File: src/rtl/code2421_run_ctrl.sv
// code2421_run_ctrl: start/pause/resume/abort sequencing for a one-digit
// 2421 (Aiken) up counter. Stops the counter on a programmed digit after a
// programmed number of 9->0 wraps.
// Optional build macro: CODE2421_CHECK_EN enables illegal-code detection
// (illegal target at start or illegal upcount in RUN both lead to ERR).
module code2421_run_ctrl #(
    parameter int unsigned WRAP_W = 4
) (
    input  logic              clk,
    input  logic              reset,
    input  logic              start,
    input  logic              stop,
    input  logic              resume,
    input  logic              abort,
    input  logic [3:0]        target,
    input  logic [WRAP_W-1:0] wraps,
    input  logic [3:0]        upcount,
    output logic              cnt_enable,
    output logic              cnt_clear,
    output logic              busy,
    output logic              done,
    output logic [WRAP_W-1:0] wrap_cnt,
    output logic              err
);

    localparam int unsigned CODE_W  = 4;
    localparam logic [CODE_W-1:0] CODE_NINE = 4'b1111;

    typedef enum logic [2:0] {
        S_IDLE  = 3'd0,
        S_CLEAR = 3'd1,
        S_RUN   = 3'd2,
        S_PAUSE = 3'd3,
        S_DONE  = 3'd4,
        S_ERR   = 3'd5
    } state_t;

    state_t              state_q;
    state_t              state_d;
    logic [CODE_W-1:0]   target_q;
    logic [WRAP_W-1:0]   wraps_q;
    logic [WRAP_W-1:0]   wrap_q;
    logic                cnt_clear_q;
    logic                busy_q;
    logic                done_q;

    logic                up_valid;
    logic                match;
    logic                illegal_up;
    logic                tgt_bad;
    logic                load;
    logic                abort_acc;
    logic                wrap_inc;
    logic                clear_d;

    // Legal 2421 codes for digits 0..9
    function automatic logic code_valid(input logic [CODE_W-1:0] c);
        logic v;
        case (c)
            4'b0000, 4'b0001, 4'b0010, 4'b0011, 4'b0100,
            4'b1011, 4'b1100, 4'b1101, 4'b1110, 4'b1111: v = 1'b1;
            default:                                     v = 1'b0;
        endcase
        return v;
    endfunction

    // Compare and code-check terms shared by next-state and output logic
    always_comb begin
        up_valid = code_valid(upcount);
        match    = (state_q == S_RUN) && up_valid &&
                   (wrap_q == wraps_q) && (upcount == target_q);
`ifdef CODE2421_CHECK_EN
        illegal_up = (state_q == S_RUN) && !up_valid;
        tgt_bad    = !code_valid(target);
`else
        illegal_up = 1'b0;
        tgt_bad    = 1'b0;
`endif
    end

    // State register
    always_ff @(posedge clk) begin
        if (!reset) begin
            state_q <= S_IDLE;
        end else begin
            state_q <= state_d;
        end
    end

    // Next-state logic; priority abort > match > stop/resume > start
    always_comb begin
        state_d = state_q;
        case (state_q)
            S_IDLE: begin
                if (start && !abort) begin
                    state_d = tgt_bad ? S_ERR : S_CLEAR;
                end
            end
            S_CLEAR: begin
                state_d = abort ? S_IDLE : S_RUN;
            end
            S_RUN: begin
                if (abort) begin
                    state_d = S_IDLE;
                end else if (illegal_up) begin
                    state_d = S_ERR;
                end else if (match) begin
                    state_d = S_DONE;
                end else if (stop) begin
                    state_d = S_PAUSE;
                end
            end
            S_PAUSE: begin
                if (abort) begin
                    state_d = S_IDLE;
                end else if (resume) begin
                    state_d = S_RUN;
                end
            end
            S_DONE: begin
                if (abort) begin
                    state_d = S_IDLE;
                end else if (start) begin
                    state_d = tgt_bad ? S_ERR : S_CLEAR;
                end
            end
            S_ERR: begin
                if (abort) begin
                    state_d = S_IDLE;
                end
            end
            default: state_d = S_IDLE;
        endcase
    end

    // Output and datapath-control decode
    always_comb begin
        cnt_enable = (state_q == S_RUN) && !match && !illegal_up;
        load       = ((state_q == S_IDLE) || (state_q == S_DONE)) && start && !abort;
        abort_acc  = abort && (state_q != S_IDLE);
        wrap_inc   = cnt_enable && (upcount == CODE_NINE);
        clear_d    = (state_d == S_CLEAR) || abort_acc;
    end

    // Registered status outputs, run parameters and wrap counter
    always_ff @(posedge clk) begin
        if (!reset) begin
            cnt_clear_q <= 1'b0;
            busy_q      <= 1'b0;
            done_q      <= 1'b0;
            target_q    <= '0;
            wraps_q     <= '0;
            wrap_q      <= '0;
        end else begin
            cnt_clear_q <= clear_d;
            busy_q      <= (state_d == S_CLEAR) || (state_d == S_RUN) ||
                           (state_d == S_PAUSE);
            done_q      <= (state_d == S_DONE);
            if (load) begin
                target_q <= target;
                wraps_q  <= wraps;
                wrap_q   <= '0;
            end else if (abort_acc) begin
                wrap_q   <= '0;
            end else if (wrap_inc && (wrap_q != {WRAP_W{1'b1}})) begin
                wrap_q   <= wrap_q + WRAP_W'(1);
            end
        end
    end

`ifdef CODE2421_CHECK_EN
    logic err_q;

    // Error level mirrors the ERR state
    always_ff @(posedge clk) begin
        if (!reset) begin
            err_q <= 1'b0;
        end else begin
            err_q <= (state_d == S_ERR);
        end
    end

    assign err = err_q;
`else
    assign err = 1'b0;
`endif

    assign cnt_clear = cnt_clear_q;
    assign busy      = busy_q;
    assign done      = done_q;
    assign wrap_cnt  = wrap_q;

endmodule

File: config.mk
export PLATFORM = sky130hd
export DESIGN_NAME = code2421_run_ctrl
export DESIGN_NICKNAME = d
export VERILOG_FILES = /design/src/rtl/code2421_run_ctrl.sv
export SDC_FILE = /design/constraint.sdc
export NUM_CORES = 1
export LEC_CHECK = 0
export ABC_AREA = 1
export ABC_CLOCK_PERIOD_IN_PS = 1300
export CORE_MARGIN = 4
export CORE_UTILIZATION = 50
export CTS_CLUSTER_DIAMETER = 40
export DETAILED_ROUTE_END_ITERATION = 8
export DONT_BUFFER_PORTS = 1
export PLACE_DENSITY = 0.71
export RECOVER_POWER = 25
export SYNTH_ARGS = -nofsm -noshare
export SYNTH_HDL_FRONTEND = slang
export SYNTH_SLANG_ARGS = --single-unit
File: constraint.sdc
create_clock -name clk -period 1.3 [get_ports clk]
set_input_delay 0.13 -clock clk [delete_from_list [all_inputs] [get_ports clk]]
set_output_delay 0.13 -clock clk [all_outputs]
set_load 0.03 [all_outputs]
==> metrics.yaml <==
status:
  outcome: "finished, violations left"
  violations: "negative setup slack"
placed_design:
  finalWeightedCongestion: 0.806
  dpl-instance-area_um2: 1180
  place.port_buffers: 0
  hpwl_um: 1940
route:
  postRouteAntennaNets: 0
  viasPerCell: 5.16
  totalWireLength_um: 2840
  wl_per_cell_um: 13.1
  post-route-drc-count: 0
  via_count: 1120
  first_pass_iters: 4
  drt_iter0_markers: 37
worst_setup_path:
  crit_type: "reg -> out"
  critical_path.endpoint_type: "output pin"
  worstPathCellList: "inv_2, nand2_1, o21ai_1, nor2_1, nand3_1, nor2_2, a21oi_2, buf_6"
  cp_num_buf_inv: 2
  crit_slowest_cell: "dfxtp_4"
  critPathLaunchType: "flip-flop"
  max_stage_delay_ps: 380
  critical_path_required_ps: 1170
  rr_startpoint: "state_q[2]"
  worst_ep_arrival_time_ps: 1360
  reg2reg_to: "busy"
  path_delay_family: "flip-flops"
  r2r_slack_ps: -120
  crit_fanout: 3
  reg2reg_depth: 12
global_routing:
  grt_start_max_net_pins: 13
  grt_pass1_wl_um: 4370
  gr-usage-all-layers_pct: 20.8
  grt_pass1_vias: 1047
  antenna_found_initial: 0
  overflow: 0
clock_tree:
  clock_path_buffers: 2
  clk_pin_slew_ps: 110
  cts_sinks: 18
  cts_made_buffers: 3
  root_buffer: "clkbuf_4"
  tritoncts: "built"
  insertion_delay_ps: 300
  htreeDepth: 1
timing:
  fin_crit_ps: 1490
  rsz0062_at_grt: "yes"
  finClkSkew_ps: 0.587
  hold_viol: 0
  min_period_over_period_pct: 115
  slew_viol_final: 0
  fin_ws_ps: -190
  setup_viol: 9
  fmax_mhz: 671
finish:
  insertedDiodeCount: 0
  syn_to_final_growth_pct: 34.7
  nNetsFinal: 210
  drive_gt1_share_pct: 35.3
  final_cell_area_um2: 1430
power:
  powerDensity_nw_per_um2: 805
  internal_power_uw: 828
  ir_drop_v: 0.000678
  power.share.switching_pct: 28.1
  p_clk_share_pct: 30.7
  power.switching_uw: 323
  pwr-share-seq_pct: 52.1
  leakage_nw: 0.659
  pwr-share-comb_pct: 17.2
  p_total_mw: 1.15
hold_path:
  hold_path.class: "in -> reg"
  whs_endpoint: "wraps_q[1]"
  min_path_cells: 2
  hp-start: "wraps[1]"
logic_synthesis:
  synthCells: 164
  synth_area_per_cell_um2: 6.48
  syn_nets: 183
  netlist_area_um2: 1060
  synth-async-reset-ratio_pct: 0
  post-synth-top-count-cell: "nand2_1"
  ys.flop_type: "dfxtp_1"
  synth_top_cell_by_area: "dfxtp_1"
  synth_seq_area_share_pct: 33.9
  synth_common_cells: "38 x nand2_1, 23 x nor2_1, 18 x dfxtp_1, 18 x inv_1, 12 x o21ai_0"
  synth_cell_types: 24
  synth.area.top_cells: "dfxtp_1 34%, nand2_1 13%, nor2_1 8.1%"
  ys.warnings.count: 0
  synth_edf_count: 0
  synth-seq-cells: 18
  synth_top_cell_area_share_pct: 33.9
die:
  num_io_pins: 27
  core-area_um2: 1980
  start_util_pct: 53.6
  die_h_um: 54.1
  die_w_um: 54.1
  rows: 16
  die-area_um2: 2930
run:
  maxCapViolCount: 0
how the worst max path moves through the flow:
stage	startpoint	endpoint	slack [ps]	depth (start not counted)
2_1_floorplan	wrap_cnt[1]	busy	0.7	11
3_3_place_gp	target_q[1]	busy	-10	11
3_5_place_dp	target_q[1]	busy	-20	11
4_1_cts	state_q[1]	cnt_enable	-200	8
5_1_grt	wrap_cnt[1]	cnt_enable	-280	8
6_report	wrap_cnt[1]	cnt_enable	-190	8
state kept, by name (all words and copies together), names as in the netlist:
register / count
done: 1
wraps_q: 4
state_q: 3
cnt_clear: 1
target_q: 4
wrap_cnt: 4
busy: 1
cells by family (layout without fill, tap and decap cells):
kind of cell	count (synthesis)	count (layout)	share of synthesized area [%]
other	1	1	0.353
buffers and inverters	27	53	9.89
xor gates and xnor gates	7	7	5.77
adders and majority gates	1	1	1.18
DFF	18	18	33.9
AOI/OAI and AO/OA	26	26	12.8
and+or+nand+nor	84	84	36.0
metrics by stage:
step	std cells	worst slack (ps)	TNS [ps]	util [%]	hold slack [ps]
floorplan	164	0.729	0	-	273
global placement	199	-13.3	-13.3	59.5	252
detailed placement	199	-21.8	-31.1	59.5	251
CTS	216	-202	-913	69.3	13.9
global route	217	-281	-1790	72.2	36.1
finish	217	-190	-780	72.2	14.8
what timing repair did:
item	CTS	global route
endpoints found under the hold margin	14	0
gates cloned	0	0
endpoints found under the setup margin	4	10
pin swaps	8	4
setup buffers	8	1
resized for setup	15	16
hold buffers	5	0
layout make-up:
type	instances	area, µm²
fill	160	551
sequential	18	373
multi-input combinational	119	684
inverter	24	90.1
clock buffer	4	36.3
timing repair buffer	25	214
tap	27	33.8
power by group through the flow:
stage	registers (mW)	clock network [mW]	logic [mW]
after floorplan	0.608	0	0.130
after global placement	0.612	0	0.153
after detailed placement	0.613	0	0.156
after CTS	0.599	0.357	0.187
after global routing	0.604	0.376	0.225
final	0.600	0.353	0.198
cells in the final DEF, fill, tap and decap left out, drive strengths merged:
cell / count
nand2: 41
nor2: 27
inv: 24
buf: 20
dfxtp: 18
o21ai: 13
nand3: 11
a21oi: 10
xnor2: 6
nand4: 4
dlygate4sd3: 4
clkbuf: 4
a31oi: 1
xor2: 1
nor3: 1
o21bai: 1
o21a: 1
ha: 1
conb: 1
dlymetal6s4s: 1
routing by layer:
metal  track usage, %  part of all wire (%)
met5                0                     0
met4             8.71                   2.9
met3             4.43                   5.7
met2             35.1                    49
met1             25.4                    43
Note: power is estimated with default switching activity, not from simulation.
